File: config.mk
export PLATFORM = sky130hd
export DESIGN_NAME = nf10_nic_port_lookup_multi
export DESIGN_NICKNAME = d
export VERILOG_FILES = /design/src/rtl/nf10_port_lookup_pkg.sv /design/src/rtl/fallthrough_small_fifo.sv /design/src/rtl/nf10_nic_port_lookup_multi.sv
export SDC_FILE = /design/constraint.sdc
export NUM_CORES = 1
export LEC_CHECK = 0
export BUFFER_PORTS_ARGS = -buffer_cell sky130_fd_sc_hd__buf_2
export CORE_MARGIN = 2
export CORE_UTILIZATION = 25
export CTS_CLUSTER_DIAMETER = 80
export DETAILED_ROUTE_END_ITERATION = 16
export GPL_TIMING_DRIVEN = 1
export PLACE_DENSITY = 0.41
export SYNTH_ARGS = -nofsm -noshare
export SYNTH_HDL_FRONTEND = slang
export SYNTH_SLANG_ARGS = --single-unit
File: constraint.sdc
create_clock -name axi_aclk -period 15.6 [get_ports axi_aclk]
set_clock_uncertainty 0.15 [all_clocks]
set_input_delay 3.12 -clock axi_aclk [delete_from_list [all_inputs] [get_ports axi_aclk]]
set_output_delay 3.12 -clock axi_aclk [all_outputs]
set_load 0.005 [all_outputs]
File: src/rtl/nf10_port_lookup_pkg.sv
// Shared types and the destination-mapping rule for the NIC output-port lookup.
package nf10_port_lookup_pkg;

  typedef enum logic [1:0] {
    ST_HEADER  = 2'd0,
    ST_FORWARD = 2'd1,
    ST_DROP    = 2'd2
  } state_t;

  localparam logic [1:0] MODE_NIC  = 2'd0;
  localparam logic [1:0] MODE_LOOP = 2'd1;
  localparam logic [1:0] MODE_DROP = 2'd2;

  // Returns {drop, dst}. MAC i (bit 2i) and CPU i (bit 2i+1) swap in NIC mode.
  function automatic logic [8:0] map_dst(input logic [7:0] src, input logic [1:0] mode,
                                         input logic [7:0] dflt, input int num_ports);
    logic [7:0] valid_mask;
    logic [7:0] swapped;
    logic [3:0] ones;
    valid_mask = '0;
    swapped    = '0;
    ones       = '0;
    for (int i = 0; i < 8; i++) begin
      if (i < 2 * num_ports) valid_mask[i] = 1'b1;
      ones = ones + {3'b000, src[i]};
    end
    for (int i = 0; i < 4; i++) begin
      swapped[2*i]   = src[2*i+1];
      swapped[2*i+1] = src[2*i];
    end
    if (mode == MODE_DROP)                                      map_dst = {1'b1, 8'h00};
    else if (src == 8'h00)                                      map_dst = {(dflt == 8'h00), dflt};
    else if (ones != 4'd1 || (src & ~valid_mask) != 8'h00)      map_dst = {1'b1, 8'h00};
    else if (mode == MODE_LOOP)                                 map_dst = {1'b0, src & valid_mask};
    else                                                        map_dst = {1'b0, swapped & valid_mask};
  endfunction

endpackage

File: src/rtl/fallthrough_small_fifo.sv
// Small first-word-fallthrough FIFO: the head entry is visible on dout whenever not empty.
module fallthrough_small_fifo #(
  parameter int WIDTH          = 8,
  parameter int MAX_DEPTH_BITS = 2
) (
  input  logic             clk,
  input  logic             rst,
  input  logic [WIDTH-1:0] din,
  input  logic             wr_en,
  input  logic             rd_en,
  output logic [WIDTH-1:0] dout,
  output logic             empty,
  output logic             nearly_full
);

  localparam int DEPTH = 1 << MAX_DEPTH_BITS;

  logic [WIDTH-1:0]          mem [DEPTH];
  logic [MAX_DEPTH_BITS-1:0] wr_ptr;
  logic [MAX_DEPTH_BITS-1:0] rd_ptr;
  logic [MAX_DEPTH_BITS:0]   count;
  logic                      do_wr;
  logic                      do_rd;

  assign do_wr       = wr_en & ~nearly_full;
  assign do_rd       = rd_en & ~empty;
  assign empty       = (count == '0);
  // Threshold depends only on registered count, so upstream ready never sees downstream ready.
  assign nearly_full = (count >= (MAX_DEPTH_BITS+1)'(DEPTH - 1));
  assign dout        = mem[rd_ptr];

  always_ff @(posedge clk or posedge rst) begin
    if (rst) begin
      wr_ptr <= '0;
      rd_ptr <= '0;
      count  <= '0;
    end else begin
      if (do_wr) wr_ptr <= wr_ptr + 1'b1;
      if (do_rd) rd_ptr <= rd_ptr + 1'b1;
      count <= count + {{MAX_DEPTH_BITS{1'b0}}, do_wr} - {{MAX_DEPTH_BITS{1'b0}}, do_rd};
    end
  end

  always_ff @(posedge clk) begin
    if (do_wr) mem[wr_ptr] <= din;
  end

endmodule

File: src/rtl/nf10_nic_port_lookup_multi.sv
// Output-port lookup: rewrites the tuser destination once per packet, drops invalid
// sources, and keeps saturating forward/drop packet counters.
module nf10_nic_port_lookup_multi
  import nf10_port_lookup_pkg::*;
#(
  parameter int C_AXIS_DATA_WIDTH = 256,
  parameter int C_USER_WIDTH      = 128,
  parameter int SRC_PORT_POS      = 16,
  parameter int DST_PORT_POS      = 24,
  parameter int NUM_PORTS         = 4,
  parameter int FIFO_DEPTH_BITS   = 2
) (
  input  logic                           axi_aclk,
  input  logic                           axi_reset,
  input  logic [C_AXIS_DATA_WIDTH-1:0]   s_axis_tdata,
  input  logic [C_AXIS_DATA_WIDTH/8-1:0] s_axis_tstrb,
  input  logic [C_USER_WIDTH-1:0]        s_axis_tuser,
  input  logic                           s_axis_tvalid,
  output logic                           s_axis_tready,
  input  logic                           s_axis_tlast,
  output logic [C_AXIS_DATA_WIDTH-1:0]   m_axis_tdata,
  output logic [C_AXIS_DATA_WIDTH/8-1:0] m_axis_tstrb,
  output logic [C_USER_WIDTH-1:0]        m_axis_tuser,
  output logic                           m_axis_tvalid,
  input  logic                           m_axis_tready,
  output logic                           m_axis_tlast,
  input  logic [1:0]                     cfg_mode,
  input  logic [7:0]                     cfg_default_dst,
  input  logic                           stat_clear,
  output logic [31:0]                    stat_fwd_pkts,
  output logic [31:0]                    stat_drop_pkts
);

  localparam int STRB_W = C_AXIS_DATA_WIDTH / 8;
  localparam int BEAT_W = C_AXIS_DATA_WIDTH + STRB_W + C_USER_WIDTH + 1;

  logic [BEAT_W-1:0]            fifo_din;
  logic [BEAT_W-1:0]            fifo_dout;
  logic                         fifo_empty;
  logic                         fifo_nearly_full;
  logic                         fifo_rd;
  logic [C_AXIS_DATA_WIDTH-1:0] head_data;
  logic [STRB_W-1:0]            head_strb;
  logic [C_USER_WIDTH-1:0]      head_user;
  logic                         head_last;

  state_t      state;
  logic [7:0]  dst_q;
  logic        hdr_hold;
  logic [31:0] fwd_cnt;
  logic [31:0] drop_cnt;
  logic        route_drop;
  logic [7:0]  route_dst;
  logic        fwd_valid;
  logic        drop_pop;
  logic [7:0]  out_dst;
  logic        fwd_hs;
  logic        fwd_done;
  logic        drop_done;

  assign fifo_din = {s_axis_tdata, s_axis_tstrb, s_axis_tuser, s_axis_tlast};
  assign {head_data, head_strb, head_user, head_last} = fifo_dout;
  assign s_axis_tready = ~fifo_nearly_full;

  fallthrough_small_fifo #(
    .WIDTH          (BEAT_W),
    .MAX_DEPTH_BITS (FIFO_DEPTH_BITS)
  ) u_in_fifo (
    .clk         (axi_aclk),
    .rst         (axi_reset),
    .din         (fifo_din),
    .wr_en       (s_axis_tvalid),
    .rd_en       (fifo_rd),
    .dout        (fifo_dout),
    .empty       (fifo_empty),
    .nearly_full (fifo_nearly_full)
  );

  assign {route_drop, route_dst} =
    map_dst(head_user[SRC_PORT_POS +: 8], cfg_mode, cfg_default_dst, NUM_PORTS);

  // A header stalled by backpressure reuses its latched dst so outputs stay stable
  // even if the configuration changes while waiting.
  always_comb begin
    fwd_valid = 1'b0;
    drop_pop  = 1'b0;
    out_dst   = dst_q;
    case (state)
      ST_HEADER: if (!fifo_empty) begin
        if (hdr_hold)        fwd_valid = 1'b1;
        else if (route_drop) drop_pop  = 1'b1;
        else begin
          fwd_valid = 1'b1;
          out_dst   = route_dst;
        end
      end
      ST_FORWARD: fwd_valid = ~fifo_empty;
      ST_DROP:    drop_pop  = ~fifo_empty;
      default:    ;
    endcase
  end

  assign fwd_hs    = fwd_valid & m_axis_tready;
  assign fifo_rd   = fwd_hs | drop_pop;
  assign fwd_done  = fwd_hs & head_last;
  assign drop_done = drop_pop & head_last;

  always_ff @(posedge axi_aclk or posedge axi_reset) begin
    if (axi_reset) begin
      state    <= ST_HEADER;
      dst_q    <= '0;
      hdr_hold <= 1'b0;
    end else begin
      case (state)
        ST_HEADER: begin
          if (fwd_valid) begin
            dst_q    <= out_dst;
            hdr_hold <= ~m_axis_tready;
            if (fwd_hs && !head_last) state <= ST_FORWARD;
          end else if (drop_pop && !head_last) begin
            state <= ST_DROP;
          end
        end
        ST_FORWARD: if (fwd_done)  state <= ST_HEADER;
        ST_DROP:    if (drop_done) state <= ST_HEADER;
        default:    state <= ST_HEADER;
      endcase
    end
  end

  always_ff @(posedge axi_aclk or posedge axi_reset) begin
    if (axi_reset) begin
      fwd_cnt  <= '0;
      drop_cnt <= '0;
    end else if (stat_clear) begin
      fwd_cnt  <= '0;
      drop_cnt <= '0;
    end else begin
      if (fwd_done && fwd_cnt != '1)   fwd_cnt  <= fwd_cnt + 32'd1;
      if (drop_done && drop_cnt != '1) drop_cnt <= drop_cnt + 32'd1;
    end
  end

  always_comb begin
    m_axis_tuser                    = head_user;
    m_axis_tuser[DST_PORT_POS +: 8] = out_dst;
  end

  assign m_axis_tdata   = head_data;
  assign m_axis_tstrb   = head_strb;
  assign m_axis_tlast   = head_last;
  assign m_axis_tvalid  = fwd_valid;
  assign stat_fwd_pkts  = fwd_cnt;
  assign stat_drop_pkts = drop_cnt;

endmodule
==> impl_summary.log <==
INFO  metric yosys.area.top_type = edfxtp_1
INFO  metric final_cells = 7,297
INFO  metric numCtsBuffers = 190
INFO  metric fp-row-count = 185
INFO  metric postSynthCellCount = 2,722
INFO  metric result_of_the_run = finished, final reports clean
INFO  metric top_level_ports = 915
INFO  metric worstMarginPinSlew = 1.157 ns
INFO  metric die_height = 509.0 um
INFO  metric maxCapViolations = 0
INFO  metric drt-wirelength-per-cell = 24.14 um
INFO  metric multiInputGateArea = 12,020 um^2
INFO  metric layout-drive-gt1-share = 0.4242
INFO  metric synthesis.nets = 3,172
INFO  metric share_clk_of_total_power = 0.307
INFO  metric synth_compound_area_frac = 0.01060
INFO  metric ctsResizeCount = 0
INFO  metric netSwitchingPower = 4.360 mW
INFO  metric power_leakage = 26.37 nW
INFO  metric hp-class = register to register
INFO  metric combinational_family_with_the_most_area_after_synthesis = multiplexers
INFO  metric power_report.internal_total = 9.854 mW
INFO  metric comb_power_share = 0.285
INFO  metric io_buffers = 906
INFO  metric synthMuxAreaShare = 0.1464
INFO  metric final.fill_count = 24.59k
INFO  metric count_of_nets_left_with_antenna_violations_after_detail_routing = 0
INFO  metric slew_viol_final = 0
INFO  metric yosysUniqueCellTypes = 54
INFO  metric slowest_delay = 0.80 ns
INFO  metric timing.final.crit_share = 0.6364
INFO  metric ys_seq_area_frac = 0.8028
INFO  metric grt_antenna_before_repair = 134
INFO  metric synth-seq-cells = 1,718
INFO  metric grt_util_all_layers = 0.1322
INFO  metric areaGrowthSynthToFinish = 23.45%
INFO  metric post-dp-hpwl = 114.6 mm
INFO  metric sequentialPowerShare = 0.408
INFO  metric setup_total_negative_slack = 0 ns
INFO  metric finalCriticalPeriod = 9.928 ns
INFO  metric cell_count_after_placement = 6,927
INFO  metric clk-insertion-delay-late = 0.82 ns
INFO  metric timing.final.hold_violations = 0
INFO  metric netlist_area = 63,750 um^2
INFO  metric drt-vias-per-instance = 4.320
INFO  metric max-clock-path-buffers = 3
INFO  metric cts.hold.buffers_added = 0
INFO  metric post_cts.repair.setup_buffers = 0
INFO  metric first_global_vias = 32.61k
INFO  metric synth_simple_gate_area_share = 0.02404
INFO  metric yosys-top-cells-count = edfxtp_1, mux4_2, dfrtp_1
INFO  metric max-slew-margin-rel = 0.2285
INFO  metric powerDensity = 180.6 nW/um^2
INFO  metric synthFlopType = edfxtp_1
INFO  metric numClockSinks = 1,718
INFO  metric crit_path_cell_trace = buf_4 > buf_4 > mux4_2 > inv_1 > fa_1 > inv_1 > ha_1 > inv_1 > fa_1 > a211oi_1 > mux2_2 > nand3_1 > nor3_1 > o21ai_1 > buf_4 > o21ai_0 > buf_2
INFO  metric number_of_warnings_reported_in_the_yosys_synthesis_log = 0
INFO  metric htree_levels = 4
INFO  metric clock_tree_from_tritoncts = yes
INFO  metric num-nets-final = 4,203
INFO  metric core-area = 253,900 um^2
INFO  metric critical_path_peak_fanout = 34
INFO  metric synth-xor-area-share = 0.002885
INFO  metric synth_area_leaders = edfxtp_1, mux4_2, dfrtp_1
INFO  metric floorplan.initialDensity = 0.2511
INFO  metric synth_enable_flop_cells = 1,636
INFO  metric worstPathArrival = 6.66 ns
INFO  metric clk_transition_reported_paths = 0.06 ns
INFO  metric synth-async-reset-ratio = 0.04773
INFO  metric critical_path.endpoint_type = output port
INFO  metric die-area = 259,100 um^2
INFO  metric first_pass_iters = 7
INFO  metric clock-root-buffer = clkbuf_16
INFO  metric switching_share = 0.3067
INFO  metric finalSetupViolations = 0
INFO  metric worstPathRequired = 12.33 ns
INFO  metric fp.dieW = 509.0 um
INFO  metric ir_drop = 0.1265 mV
INFO  metric synth_fa_ha_area_frac = 0.004122
INFO  metric avg_synthesized_cell_area = 23.42 um^2
INFO  metric worstSetupStartpointType = register
INFO  metric cp_num_buf_inv = 7
INFO  metric drt_iter0_markers = 2,099
INFO  metric drt-total-wl = 176.1 mm
INFO  metric rsz0062_at_grt = no
INFO  metric dp_worst_setup_slack = 6.257 ns
INFO  metric drc = 0
INFO  metric register_area = 51,190 um^2
INFO  metric vias = 31.52k
INFO  metric largest_net_degree_at_the_start_of_global_routing = 119
INFO  metric criticalPathCategory = register to output port
INFO  metric path_delay_family = buffers and inverters
INFO  metric gr-total-overflow = 0
INFO  metric grt_pass1_wl = 246.5 mm
INFO  metric routability_congestion_estimate = 0.7537
INFO  metric worst_slack = 5.672 ns
INFO  metric synth_most_common_cell = edfxtp_1
INFO  metric post-synth-top-area-fraction = 0.7706
INFO  metric max_freq = 100.7 MHz
INFO  metric critical_path.slowest_cell = dfrtp_4
## registers in the layout, indices dropped and copies added, names as in the netlist
signal	cells
u_in_fifo.count	3
dst_q	8
hdr_hold	1
u_in_fifo.rd_ptr	2
stat_fwd_pkts	32
u_in_fifo.mem	1636
state	2
u_in_fifo.wr_ptr	2
stat_drop_pkts	32
## placed cells by master (no fill, tap or decap), types with 6 or more instances in the layout
cell          n
buf_4        50
o31ai_1      12
nand3_1      21
nor2b_1       8
nor4_1       23
ha_1         13
clkbuf_1     53
and3_1        7
clkbuf_16   190
mux2_2        7
bufinv_16    14
or3_1        11
nand2b_1      8
clkinv_2     27
buf_2       906
nor3b_1       7
a21oi_1      45
nand2_1      55
a21o_1        7
mux4_2      409
or4_1        15
diode_2      25
nor3_1       19
clkinv_16     8
o21ai_0      30
nand4_1      21
and4_1        8
and2_1        6
nor2_1       52
inv_1        31
dfrtp_1      80
edfxtp_1   1636
xnor2_1      16
clkinv_1     37
## final cells by class
cell class                      instances  share of cell area
Clock buffer                          243             0.06294
Timing Repair Buffer                  960             0.06341
Antenna cell                           25           0.0007950
Inverter                               32            0.001542
Clock inverter                        102             0.01460
Sequential cell                      1718              0.6504
Multi-Input combinational cell        851              0.1528
Tap cell                             3366             0.05352
## power groups by stage
stage                     logic (mW)  registers [mW]  clock network, mW
after floorplan                 2.30            6.08                  0
after global placement          4.25            5.89                  0
after detailed placement        4.23            5.90                  0
after CTS                       4.24            5.81               4.52
after global routing            4.43            5.85               4.69
final                           4.05            5.80               4.36
## per-layer routing
layer  vias to the layer above  global-route usage  wire length [um]
li1                      13640                   -                 -
met5                         -                   0               747
met4                       122             0.03989              5232
met2                      1033              0.2101             82680
met3                       440             0.06504             18490
met1                     16290              0.1569             69000
## worst reg2reg max path, cell delays in order (launching register included)
cell and delay [ns]:
dfrtp_4 0.80, buf_4 0.62, buf_4 0.72, mux4_2 0.71, inv_1 0.12, fa_1 0.39
inv_1 0.06, ha_1 0.16, inv_1 0.06, fa_1 0.43, a211oi_1 0.18, mux2_2 0.19
nand3_1 0.37, o311ai_4 0.39, buf_4 0.37, o2bb2ai_1 0.24, ha_1 0.34, inv_1 0.05
ha_1 0.13, inv_1 0.05, fa_1 0.49, inv_1 0.04
## stage by stage
step | util | area [um^2] | power, mW | hold WS, ns
after floorplan | - | 63750 | 8.377 | 0.2887
after global placement | 0.2856 | 72530 | 10.14 | 0.3074
after detailed placement | 0.2856 | 72530 | 10.13 | 0.3128
after CTS | 0.3097 | 78630 | 14.57 | 0.3288
after global routing | 0.3098 | 78660 | 14.97 | 0.3559
final | 0.3099 | 78700 | 14.21 | 0.3258
## worst paths after layout
| check | start | to | slack, ns | cells past startpoint |
|---|---|---|---|---|
| min | dst_q[1]$_DFFE_PP0P_ | dst_q[1]$_DFFE_PP0P_ | 0.33 | 2 |
| min in group asynchronous | axi_reset | stat_fwd_pkts[20]$_DFFE_PP0P_ | 2.08 | 2 |
| min reg2reg | dst_q[1]$_DFFE_PP0P_ | dst_q[1]$_DFFE_PP0P_ | 0.33 | 2 |
| max in group asynchronous | axi_reset | u_in_fifo.rd_ptr[1]$_DFFE_PP0P_ | 11.82 | 3 |
| max reg2reg | u_in_fifo.rd_ptr[0]$_DFFE_PP0P_ | u_in_fifo.count[1]$_DFF_PP0_ | 8.45 | 21 |
| max | u_in_fifo.rd_ptr[0]$_DFFE_PP0P_ | m_axis_tuser[25] | 5.67 | 17 |
## logic make-up after synthesis
logic type,after synthesis
compound gates,112
xor+xnor,21
fa+ha+maj,18
buf+inv,153
flops,1718
mux,420
simple gates,280
No activity file was read; power rests on OpenSTA's default activity.
